### config.mk
export PLATFORM = sky130hd
export DESIGN_NAME = trigger_word_receiver
export DESIGN_NICKNAME = d
export VERILOG_FILES = /design/src/rtl/trigger_word_receiver.sv
export SDC_FILE = /design/constraint.sdc
export NUM_CORES = 1
export LEC_CHECK = 0
export BUFFER_PORTS_ARGS = -buffer_cell sky130_fd_sc_hd__buf_2
export CAP_MARGIN = 20
export CORE_MARGIN = 5
export CORE_UTILIZATION = 50
export CTS_BUF_LIST = sky130_fd_sc_hd__clkbuf_8
export DETAILED_ROUTE_END_ITERATION = 8
export PLACE_DENSITY_LB_ADDON = 0.2
export SYNTH_ARGS = -nofsm -noshare
export SYNTH_HDL_FRONTEND = slang
export SYNTH_SLANG_ARGS = --single-unit
### constraint.sdc
create_clock -name clock -period 4.1 [get_ports clock]
set_clock_uncertainty 0.1 [all_clocks]
set_input_delay 0.82 -clock clock [delete_from_list [all_inputs] [get_ports clock]]
set_output_delay 0.82 -clock clock [all_outputs]
set_load 0.05 [all_outputs]
### src/rtl/trigger_word_receiver.sv
`default_nettype none
// ============================================================================
// Module      : trigger_word_receiver
// Description : Receiving end of the 8-bit trigger-word link. Takes the
//               deserialized (ISERDES2) word stream, finds the bit alignment
//               from the first clean token and decodes the 4-token cycle
//               F0 (0, sync), 81 (1), 88 (2), AA (3). Flags out-of-sequence
//               tokens, non-token words at the locked offset and loss of lock.
// Ports       : clock          - fabric word clock (rising edge)
//               reset_n        - asynchronous active-low reset
//               data_in[7:0]   - deserialized word, bit 7 earliest on the wire
//               token_valid    - 1-cycle pulse, a token was decoded
//               token_index    - index of last decoded token (held)
//               sync           - pulse with token_valid when index is 0
//               sequence_error - pulse, decoded index differs from expected
//               framing_error  - pulse, nonzero non-token word while locked
//               locked         - high while aligned
//               bit_offset     - locked alignment (0 while searching)
//               error_count    - saturating error counter, present only when
//                                TRIGGER_RX_ERROR_COUNTER_EN is defined
// Revision    : 1.0 - initial release
// ============================================================================
module trigger_word_receiver #(
  parameter int WIDTH          = 8,
  parameter int LOSS_THRESHOLD = 4
) (
  input  logic             clock,
  input  logic             reset_n,
  input  logic [WIDTH-1:0] data_in,
  output logic             token_valid,
  output logic [1:0]       token_index,
  output logic             sync,
  output logic             sequence_error,
  output logic             framing_error,
  output logic             locked,
  output logic [2:0]       bit_offset
`ifdef TRIGGER_RX_ERROR_COUNTER_EN
  ,
  output logic [15:0]      error_count
`endif
);

  localparam logic [3:0] c_loss_threshold = 4'(LOSS_THRESHOLD);

  typedef enum logic [0:0] {
    SEARCH = 1'b0,
    LOCKED = 1'b1
  } state_t;

  // {hit, index}
  function automatic logic [2:0] decode(input logic [7:0] c);
    logic [2:0] r;
    case (c)
      8'hF0:   r = 3'b100;
      8'h81:   r = 3'b101;
      8'h88:   r = 3'b110;
      8'hAA:   r = 3'b111;
      default: r = 3'b000;
    endcase
    return r;
  endfunction

  logic [WIDTH-1:0]   w0_q, w1_q;
  state_t             state_q, state_d;
  logic [1:0]         exp_q, exp_d;
  logic [3:0]         bad_q, bad_d;
  logic               token_valid_q, token_valid_d;
  logic [1:0]         token_index_q, token_index_d;
  logic               sync_q, sync_d;
  logic               seq_err_q, seq_err_d;
  logic               frm_err_q, frm_err_d;
  logic               locked_q, locked_d;
  logic [2:0]         bit_offset_q, bit_offset_d;

  logic [2*WIDTH-1:0] w_window;
  logic [7:0]         w_cand;
  logic [2:0]         w_cand_dec;
  logic               w_search_hit;
  logic [2:0]         w_search_off;
  logic [1:0]         w_search_idx;
  logic [7:0]         w_lock_cand;
  logic [2:0]         w_lock_dec;
  logic [3:0]         w_bad_inc;

  // Acquisition: scan offsets from high to low so the lowest match wins.
  // A candidate only counts when every older bit in the window is idle.
  always_comb begin
    w_window     = {w1_q, w0_q};
    w_cand       = 8'h00;
    w_cand_dec   = 3'b000;
    w_search_hit = 1'b0;
    w_search_off = 3'd0;
    w_search_idx = 2'd0;
    for (int s = 7; s >= 0; s--) begin
      w_cand     = w_window[s +: 8];
      w_cand_dec = decode(w_cand);
      if (w_cand_dec[2] && ((w_window >> (s + 8)) == 16'd0)) begin
        w_search_hit = 1'b1;
        w_search_off = 3'(s);
        w_search_idx = w_cand_dec[1:0];
      end
    end
  end

  always_comb begin
    w_lock_cand   = w_window[bit_offset_q +: 8];
    w_lock_dec    = decode(w_lock_cand);
    w_bad_inc     = (bad_q == 4'hF) ? bad_q : bad_q + 4'd1;

    state_d       = state_q;
    exp_d         = exp_q;
    bad_d         = bad_q;
    token_valid_d = 1'b0;
    token_index_d = token_index_q;
    sync_d        = 1'b0;
    seq_err_d     = 1'b0;
    frm_err_d     = 1'b0;
    locked_d      = locked_q;
    bit_offset_d  = bit_offset_q;

    case (state_q)
      SEARCH: begin
        if (w_search_hit) begin
          token_valid_d = 1'b1;
          token_index_d = w_search_idx;
          sync_d        = (w_search_idx == 2'd0);
          locked_d      = 1'b1;
          bit_offset_d  = w_search_off;
          exp_d         = w_search_idx + 2'd1;
          state_d       = LOCKED;
        end
      end
      LOCKED: begin
        if (w_lock_cand == 8'h00) begin
          // idle word: nothing changes
        end else if (w_lock_dec[2]) begin
          token_valid_d = 1'b1;
          token_index_d = w_lock_dec[1:0];
          sync_d        = (w_lock_dec[1:0] == 2'd0);
          seq_err_d     = (w_lock_dec[1:0] != exp_q);
          exp_d         = w_lock_dec[1:0] + 2'd1;
          bad_d         = 4'd0;
        end else begin
          frm_err_d = 1'b1;
          if (w_bad_inc == c_loss_threshold) begin
            state_d      = SEARCH;
            locked_d     = 1'b0;
            bit_offset_d = 3'd0;
            bad_d        = 4'd0;
            exp_d        = 2'd0;
          end else begin
            bad_d = w_bad_inc;
          end
        end
      end
      default: state_d = SEARCH;
    endcase
  end

  always_ff @(posedge clock or negedge reset_n) begin
    if (!reset_n) begin
      w0_q          <= '0;
      w1_q          <= '0;
      state_q       <= SEARCH;
      exp_q         <= 2'd0;
      bad_q         <= 4'd0;
      token_valid_q <= 1'b0;
      token_index_q <= 2'd0;
      sync_q        <= 1'b0;
      seq_err_q     <= 1'b0;
      frm_err_q     <= 1'b0;
      locked_q      <= 1'b0;
      bit_offset_q  <= 3'd0;
    end else begin
      w0_q          <= data_in;
      w1_q          <= w0_q;
      state_q       <= state_d;
      exp_q         <= exp_d;
      bad_q         <= bad_d;
      token_valid_q <= token_valid_d;
      token_index_q <= token_index_d;
      sync_q        <= sync_d;
      seq_err_q     <= seq_err_d;
      frm_err_q     <= frm_err_d;
      locked_q      <= locked_d;
      bit_offset_q  <= bit_offset_d;
    end
  end

  assign token_valid    = token_valid_q;
  assign token_index    = token_index_q;
  assign sync           = sync_q;
  assign sequence_error = seq_err_q;
  assign framing_error  = frm_err_q;
  assign locked         = locked_q;
  assign bit_offset     = bit_offset_q;

`ifdef TRIGGER_RX_ERROR_COUNTER_EN
  logic [15:0] error_count_q, error_count_d;
  logic [16:0] w_err_sum;

  // Both pulses in one cycle add two; the sum saturates instead of wrapping.
  always_comb begin
    w_err_sum     = {1'b0, error_count_q} + {16'd0, seq_err_d} + {16'd0, frm_err_d};
    error_count_d = w_err_sum[16] ? 16'hFFFF : w_err_sum[15:0];
  end

  always_ff @(posedge clock or negedge reset_n) begin
    if (!reset_n) begin
      error_count_q <= 16'd0;
    end else begin
      error_count_q <= error_count_d;
    end
  end

  assign error_count = error_count_q;
`endif

endmodule
`default_nettype wire

-- Word-level counts from Yosys, hierarchy flattened
Cells that the tools add are included.
- memory bits (writable): 0
- register bits: 33
- word-level logic and storage cells: 159
- bits in read-only memories: 0
- memories kept: 0
- bits in latches: 0
- bitwise logic cells: 2
- equality and inequality tests: 45
- reduce and logical (&&, ||, !) cells: 23
- shift operators: 1
- $lt $le $gt $ge: 0
- add/sub/neg operators: 3
- multiply operators: 0
- mux-type cells: 73
- div/mod/pow operators: 0
- operators with widths (cell ; count):
    == test 8 bit (second input constant) ; 36
    logical NOT 16 bit ; 8
    one-hot mux 3 bit (4 select lines) ; 9
    two-way mux 3 bit ; 12
    two-way mux 2 bit ; 15
    two-way mux 1 bit ; 27
    variable part select 16 x 4 -> 8 bit ; 1
    two-way mux 4 bit ; 3
    logical AND 1 bit ; 8
    logical NOT 8 bit ; 1
    one-hot mux 1 bit (2 select lines) ; 4
    one-hot mux 2 bit (2 select lines) ; 2
    != test 2 bit (second input constant) ; 3
    one-hot mux 3 bit (2 select lines) ; 1
    AND reduction 3 bit ; 2
    adder 2 x 1 -> 2 bit (second input constant) ; 2
    adder 4 x 1 -> 4 bit (second input constant) ; 1
    == test 4 x 3 -> 1 bit (second input constant) ; 1
    == test 4 bit (second input constant) ; 1
    logical NOT 2 bit ; 2
    != test 2 x 1 -> 1 bit (second input constant) ; 2
    AND reduction 4 bit ; 1
    != test 3 x 1 -> 1 bit (second input constant) ; 1
    != test 2 bit ; 1
    2 further kinds ; 3

-- Longest topological paths before layout
Gate-level depths: netlist (run 1).
- depth after elaboration: 14
- depth in mapped cells: 14

-- Worst setup path before layout (run 1)
Ideal clock, no wire load.
- kind: reg2reg
- start point: reg bit_offset_q[1], in the netlist bit_offset[1]
- end point: reg exp_q[1]
- arrival time: 3079 ps
- data required time: 3875 ps
- path slack: 796 ps
- library setup time: 125 ps
- stages on the path, launching flop included: 13
- path through: dfrtp_1 -> buf_6 -> mux2_4 -> or4_4 -> a31o_1 -> nor3b_4 -> nor2b_1 -> or2_2 -> inv_1 -> ha_1 -> nand2_1 -> o2bb2ai_1 -> mux2_4
- word-level cells in the longest chain between the ends: 7
- ends and longest elaborated chain (item ; RTL line ; source):
    start: declaration ; 73 ; logic [2:0] bit_offset_q, bit_offset_d;
    start signal: assignment ; 186 ; bit_offset_q <= bit_offset_d;
    variable part select 16 x 4 -> 8 bit (*) ; 106 ; w_lock_cand = w_window[bit_offset_q +: 8];
    == test 8 bit ; 53 ; case (c)
    one-hot mux 3 bit (4 select lines) ; 53 ;
    adder 2 x 1 -> 2 bit ; 141 ; exp_d = w_lock_dec[1:0] + 2'd1;
    two-way mux 2 bit ; 136 ; end else if (w_lock_dec[2]) begin
    two-way mux 2 bit ; 134 ; if (w_lock_cand == 8'h00) begin
    one-hot mux 2 bit (2 select lines) ; 121 ; case (state_q)
    end signal: assignment ; 178 ; exp_q <= exp_d;
    end: declaration ; 65 ; logic [1:0] exp_q, exp_d;
Mark *: on every way between the ends. The rest lies on a longest branch, timed or not. The select of a mux whose other input is x is not followed.
A chain may end at the register's enable or synchronous reset.

-- Worst setup path in the final report (run 1)
- start point: reg w0_q[7]
- end point: reg exp_q[1]
- word-level cells in the longest chain between the ends: 14
- ends and longest elaborated chain (item ; RTL line ; source):
    start: declaration ; 63 ; logic [WIDTH-1:0] w0_q, w1_q;
    start signal: assignment ; 175 ; w0_q <= data_in;
    == test 8 bit ; 53 ;
    one-hot mux 3 bit (4 select lines) ; 53 ;
    logical AND 1 bit ; 97 ; if (w_cand_dec[2] && ((w_window >> (s + 8)) == 16'd0)) begin
    two-way mux 2 bit (8 in a row) ; 97 ;
    adder 2 x 1 -> 2 bit ; 129 ; exp_d = w_search_idx + 2'd1;
    two-way mux 2 bit ; 123 ; if (w_search_hit) begin
    one-hot mux 2 bit (2 select lines) ; 121 ;
Several ways; a longest one is shown, not always the timed one. The select of a mux whose other input is x is not followed.

==> impl_results.md, run 1 <==
* Status: complete, no violations
* Top cells by area, synth: dfrtp_1 (26%), mux4_2 (4.3%), nor2_1 (3.5%)
* Initial antenna violation count at 0
* CTS tree: yes
* Post-synthesis cell count at 359
* Final setup violation count at 0
* Syn avg cell area at 8.70 sq um
* Hold Path Depth at 2
* Critical Path Start Type: flop
* Crit path arrival time at 3.61 ns
* Core box area at 5990 sq um
* Chip height at 89.0 um
* First-pass GRT wire length at 14.1 mm
* Diodes inserted at 0
* GR Overflow Total at 0
* Warnings, synthesis at 0
* CP Data Required Time at 4.18 ns
* Top cells by count, synth: dfrtp_1 (33), nor2_1 (29), a21oi_1 (19), nand2_1 (19), buf_2 (17)
* Count leader, synth: dfrtp_1
* Routed Antenna Nets at 0
* Hold buffers post-CTS at 0
* Iter 0 DRT Violations at 449
* PostCTS Resize Cnt at 0
* Via count at 2971
* Tcrit/Tclk final at 86.1%
* Peak supply drop at 0.400 mV
* Reg2Reg Setup Slack at 0.57 ns
* H-tree Lvls at 2
* Min Tclk post-route at 3.53 ns
* Clk buf depth at 2
* Setup crit end kind: flop
* Top Ports at 20
* RSZ-0062 raised after global routing: false
* Worst hold path type: flop to flop
* GRT Overall Usage at 22.6%
* Port buffer count at 19
* Worst r2r src: w0_q[7]
* Number of synthesized flops with an enable pin at 0
* Synthesized net count at 372
* PD cells at 485 nW/um^2
* Reg clk slew, reported paths at 0.07 ns
* Clk root buf: clkbuf_8
* Max Clk Rate at 283 MHz
* Site row count at 28
* Hold EP: locked
* Largest net degree at the start of global routing at 36
* Global Route met2 Usage at 33.9%
* Worst R2R End: exp_q[1]
* GR peak layer: met2
* Hold Slack at 0.375 ns
* Yosys top cell area share at 26.4%
* R2R cell count at 12
* Num CTS Buffers at 5
* Via/cell ratio at 6.78
* Met3 Resource Use GR at 3.04%
* Clock Latency Late Sink at 0.29 ns
* Clock Sinks at 33
* Vias in the first global route at 2834
* Starting density of the core at 52.1%
* Max Slew Vio Count at 0
* FILL cells at 549
* Setup TNS Final at 0 ns
* Hold path startpoint: locked
* Post-DR wirelength/cell at 19.1 um
* Slew at the pin closest to its max-slew limit at 0.931 ns
* Sequential-to-total area share from yosys stat at 26.4%
* DRC Markers at 0
* Share of post-route cells with drive strength above 1 at 16.5%
* Die footprint at 7930 sq um
* Main flop type after synthesis: dfrtp_1
* Worst slew margin at 37.9%
* Maximum fanout along the worst path at 27
* Mapped cell area at 3120 sq um
* DIE WIDTH at 89.0 um
* Final Hold Fails at 0
* Setup Buffers After CTS at 0
* Placer's final routability congestion estimate at 0.968
* LEAKAGE at 0.00137 uW
* Grt met1 use at 32.4%
* Share of flip-flops with an asynchronous set or reset at 100%
* Flop and latch count out of synthesis at 33
* Synth unique cells at 75
* CP Class: flop to flop
* Pre-Repair DR Iteration Count at 4
* Nets@finish at 375
* Synth area leader: dfrtp_1
* Area grow syn2layout at 6.57%
* Max_cap viols at 0
* Routed WL at 8.37 mm
* Detail Placement HPWL at 5.89 mm
[worst max-delay path by stage]
stage | cells after the start | endpoint | startpoint | slack (ns)
after floorplan | 12 | exp_q[1] | bit_offset[1] | 0.80
after global placement | 11 | exp_q[1] | bit_offset[2] | 0.62
after detailed placement | 11 | exp_q[1] | bit_offset[2] | 0.61
after CTS | 11 | exp_q[1] | bit_offset[2] | 0.59
after global routing | 11 | exp_q[1] | bit_offset[2] | 0.38
final | 12 | exp_q[1] | w0_q[7] | 0.57
[stage by stage]
| step | cell area [sq um] | setup WS (ns) | cells | util (%) | power (uW) |
|---|---|---|---|---|---|
| floorplan | 3120 | 0.796 | 359 | - | 1140 |
| global placement | 3210 | 0.622 | 430 | 53.6 | 1280 |
| detailed placement | 3210 | 0.613 | 430 | 53.6 | 1300 |
| CTS | 3330 | 0.593 | 438 | 55.6 | 1620 |
| global route | 3330 | 0.383 | 438 | 55.6 | 1720 |
| finish | 3330 | 0.569 | 438 | 55.6 | 1610 |
[worst max-delay path, cell delays in order, from the launching register on]
cell and delay [ns]:
dfrtp_1 0.93, buf_4 0.31, nor3b_1 0.09, o211a_1 0.16, o21a_1 0.21, o21bai_1 0.17
a221o_1 0.34, a21oi_1 0.21, nor3_1 0.08, a21oi_1 0.16, ha_1 0.26, o2bb2ai_1 0.12
mux2_4 0.27
[state kept, by name (all words and copies together) (netlist names)]
signal / flops
framing_error: 1
token_valid: 1
locked: 1
state_q: 1
w1_q: 8
exp_q: 2
sync: 1
bad_q: 4
sequence_error: 1
bit_offset: 3
w0_q: 8
token_index: 2
[cell families (layout without fill, tap and decap cells)]
kind of cell             after synthesis  in the layout  share of synthesized area, %
XOR/XNOR                              14             14                          3.93
AO/OA/AOI/OAI                         89             89                          21.0
AND/OR/NAND/NOR                      153            153                          30.0
flip-flops                            33             33                          26.4
buffers and inverters                 49             53                          7.77
adder cells (fa/ha/maj)                3              3                          1.20
multiplexers                          18             18                          9.70
[placed cells by master (no fill, tap or decap), types with 4 or more instances in the layout]
cell and n:
clkbuf_8 6, o31a_1 4, nand2_1 19, xor2_1 5
nor4b_1 8, nor3_1 8, nand4_1 9, buf_4 12
xnor2_1 9, nor2_1 29, and4b_1 8, a31oi_1 7
mux4_2 6, a21oi_1 19, nor3b_1 9, buf_2 19
dfrtp_1 33, inv_1 14, nor4_1 10, o21ai_0 10
nand3_1 16, nor2b_1 8, mux2i_1 4, nand3b_1 6
mux2_2 4
[metal layers]
| layer | vias to the layer above | share of wire, % |
|---|---|---|
| li1 | 1390 | - |
| met4 | 0 | 3.4 |
| met3 | 20 | 6.4 |
| met2 | 135 | 45 |
| met5 | - | 0 |
| met1 | 1426 | 46 |
[cell type report]
| cell class | count | area (sq um) | share of cell area, % |
|---|---|---|---|
| flip-flops and latches | 33 | 826 | 24.8 |
| multi-input cells | 277 | 2050 | 61.7 |
| well taps | 75 | 93.8 | 2.82 |
| clock buffers | 6 | 82.6 | 2.48 |
| inverters | 14 | 52.6 | 1.58 |
| clock inverters | 2 | 33.8 | 1.02 |
| repair buffers | 31 | 185 | 5.56 |
[power by group]
group	leakage [uW]	internal (uW)	total, uW	switching (uW)
combinational	0.000904	318	771	453
sequential	0.000405	392	528	135
clock	0.0000626	196	315	120
total	0.00137	906	1610	707
(Power assumes the default switching activity.)
==> inputs of run 2 (changes only) <==
Settings changed: GPL_TIMING_DRIVEN set to 0.
==> run 2 against run 1 <==
  * Worst hold slack lost 0.098 ns
  * Sequential power fell by 12%
  * First-iteration DRC count down 14%
  * Via count is 4.8% higher
  * Core utilization is 2.0 points higher
  * Clock power up 14%
  * Count of clock-buffer cells in the layout down 1
  * Non-clock buffer count is 23 higher
  * Wire length increased by 8.9%
  * Setup slack better by 0.020 ns
  * Sequential cell count unchanged
  * Cell count grew 5.3%
  * Largest power group unchanged
  * Highest routed layer unchanged
==> impl_results.md, run 2 (synthesized netlist as in run 1, its figures left out) <==
* Status: complete, no violations (unchanged)
* Largest net degree at the start of global routing at 34 (was 36)
* Num CTS Buffers at 5 (unchanged)
* Clk root buf: clkbuf_8 (unchanged)
* Min Tclk post-route at 3.51 ns (was 3.53 ns)
* Worst R2R End: exp_q[1] (unchanged)
* Chip height at 89.0 um (unchanged)
* Metal3 WL at 775 um (was 532 um)
* Clock Latency Late Sink at 0.29 ns (about the same)
* Nets@finish at 398 (was 375)
* Area of the multi-input gates at 2050 sq um (unchanged)
* Reg2Reg Setup Slack at 0.59 ns (was 0.57 ns)
* Pre-Repair DR Iteration Count at 6 (was 4)
* Clk network pwr share at 21.2% (was 19.5%)
* DRC Markers at 0 (unchanged)
* Via/cell ratio at 6.75 (was 6.78)
* Hold Slack at 0.277 ns (was 0.375 ns)
* CP Class: flop to flop (unchanged)
* GR Overflow Total at 0 (unchanged)
* Share of post-route cells with drive strength above 1 at 18.7% (was 16.5%)
* Via count at 3114 (was 2971)
* PostCTS Resize Cnt at 0 (unchanged)
* Tcrit/Tclk final at 85.6% (was 86.1%)
* Setup Buffers After CTS at 0 (unchanged)
* H-tree Lvls at 2 (unchanged)
* Worst r2r src: w0_q[3] (was w0_q[7])
* Crit path arrival time at 3.59 ns (was 3.61 ns)
* Sequential share of power at 27.3% (was 32.7%)
* Peak supply drop at 0.410 mV (was 0.400 mV)
* Routed WL at 9.12 mm (was 8.37 mm)
* Reg clk slew, reported paths at 0.08 ns (was 0.07 ns)
* RSZ-0062 raised after global routing: false (unchanged)
* Clock Sinks at 33 (unchanged)
* Routed Antenna Nets at 0 (unchanged)
* DP Worst Slack at 0.652 ns (was 0.613 ns)
* Setup TNS Final at 0 ns (unchanged)
* Commonest non-fill, non-tap cell in the layout: buf_2 (was dfrtp_1)
* Final std cells w/o fill at 461 (was 438)
* Met2 routed WL at 4.32 mm (was 3.73 mm)
* Top Ports at 20 (unchanged)
* Pint at 977 uW (was 906 uW)
* Site row count at 28 (unchanged)
* Comb power frac at 51.5% (was 47.8%)
* First-pass GRT wire length at 15.1 mm (was 14.1 mm)
* Area grow syn2layout at 10.3% (was 6.57%)
* Max Clk Rate at 285 MHz (was 283 MHz)
* CP Data Required Time at 4.18 ns (about the same)
* Worst hold path type: flop to flop (unchanged)
* Placed cell count at 453 (was 430)
* Hold path startpoint: w0_q[3] (was locked)
* Placer's final routability congestion estimate at 0.998 (was 0.968)
* Register area at 826 sq um (unchanged)
* Initial antenna violation count at 0 (unchanged)
* Top Metal Used: met4 (unchanged)
* Critical Path Start Type: flop (unchanged)
* Bufs and invs on worst path at 2 (was 1)
* Top delay family on crit path: compound AO/OA/AOI/OAI gates (unchanged)
* CP max-delay cell: clkbuf_1 (was dfrtp_1)
* Max_cap viols at 0 (unchanged)
* CTS tree: yes (unchanged)
* Final setup margin at 0.589 ns (was 0.569 ns)
* PD cells at 492 nW/um^2 (was 485 nW/um^2)
* Final Hold Fails at 0 (unchanged)
* Clk buf depth at 2 (unchanged)
* Most frequent cells in the layout: buf_2 (36), dfrtp_1 (33), nor2_1 (29) (was dfrtp_1 (33), nor2_1 (29), nand2_1 (19), a21oi_1 (19), buf_2 (19))
* R2R cell count at 13 (was 12)
* Hold EP: w1_q[3] (was locked)
* Post-DR wirelength/cell at 19.8 um (was 19.1 um)
* Hold Path Depth at 0 (was 2)
* Port buffer count at 19 (unchanged)
* Maximum fanout along the worst path at 10 (was 27)
* WL met1 at 3.81 mm (was 3.82 mm)
* Slew at the pin closest to its max-slew limit at 0.723 ns (was 0.931 ns)
* Final setup violation count at 0 (unchanged)
* Hold buffers post-CTS at 0 (unchanged)
* Vias in the first global route at 2990 (was 2834)
* Diodes inserted at 0 (unchanged)
* Core box area at 5990 sq um (unchanged)
* Max Slew Vio Count at 0 (unchanged)
* CP cell instances: clkbuf_1 -> clkbuf_1 -> and4b_1 -> o211a_1 -> o21a_1 -> o21bai_1 -> a221o_1 -> a21oi_1 -> nor3_1 -> a21oi_1 -> ha_1 -> o2bb2ai_1 -> mux2_4 (was buf_4 -> nor3b_1 -> o211a_1 -> o21a_1 -> o21bai_1 -> a221o_1 -> a21oi_1 -> nor3_1 -> a21oi_1 -> ha_1 -> o2bb2ai_1 -> mux2_4)
* Slowest cell delay on critical path at 0.40 ns (was 0.93 ns)
* Starting density of the core at 52.1% (unchanged)
* DIE WIDTH at 89.0 um (unchanged)
* LEAKAGE at 0.00144 uW (was 0.00137 uW)
* GRT Overall Usage at 24.6% (was 22.6%)
* Regs by FF count: w0_q (8), w1_q (8), bad_q (4) (unchanged)
* Sw Pwr at 720 uW (was 708 uW)
* Detail Placement HPWL at 6.73 mm (was 5.89 mm)
* FILL cells at 526 (was 549)
* Worst slew margin at 51.8% (was 37.9%)
* Switch share at 42.4% (was 43.8%)
* Die footprint at 7930 sq um (unchanged)
* Setup crit end kind: flop (unchanged)
* Iter 0 DRT Violations at 388 (was 449)
## run 2: cell types whose count changed in the layout (fill, tap and decap cells not counted), moves of 4 or more
cell	delta
buf_2	+17
buf_6	+4
buf_4	-10
clkbuf_1	+11
## run 2: power by group through the flow
stage / Sequential (uW) / Clock, uW / Combinational, uW
3_5_place_dp: 466 / 0 / 864
4_1_cts: 461 / 368 / 867
2_1_floorplan: 560 / 0 / 584
6_report: 463 / 360 / 874
5_1_grt: 473 / 384 / 942
3_3_place_gp: 465 / 0 / 853
## run 2: metrics by stage
stage	area [sq um]	utilization [%]	total power, uW
after floorplan	3120	-	1140
after global placement	3310	55.3	1320
after detailed placement	3310	55.3	1330
after CTS	3450	57.5	1700
after global routing	3450	57.5	1800
final	3450	57.5	1700
## run 2: area by class of cell
class | count | area share (%)
multi-input cells | 277 | 59.6
plain buffers | 35 | 5.52
repair buffers | 19 | 2.76
well taps | 75 | 2.72
clock buffers | 5 | 2.00
clock inverters | 3 | 1.89
flip-flops and latches | 33 | 24.0
inverters | 14 | 1.53
## run 2: worst max path at each step
stage | slack [ns] | start | cells after the start | end
finish | 0.59 | w0_q[3] | 13 | exp_q[1]
global route | 0.37 | w0_q[3] | 13 | exp_q[1]
CTS | 0.65 | w0_q[3] | 13 | exp_q[1]
detailed placement | 0.65 | w0_q[3] | 13 | exp_q[1]
global placement | 0.64 | w0_q[3] | 13 | exp_q[1]
floorplan | 0.80 | bit_offset[1] | 12 | exp_q[1]
## run 2: per-layer routing
layer | vias up | track usage [%]
met5 | - | 0
met4 | 0 | 8.80
met3 | 21 | 4.42
met2 | 166 | 39.5
met1 | 1498 | 33.4
li1 | 1429 | -
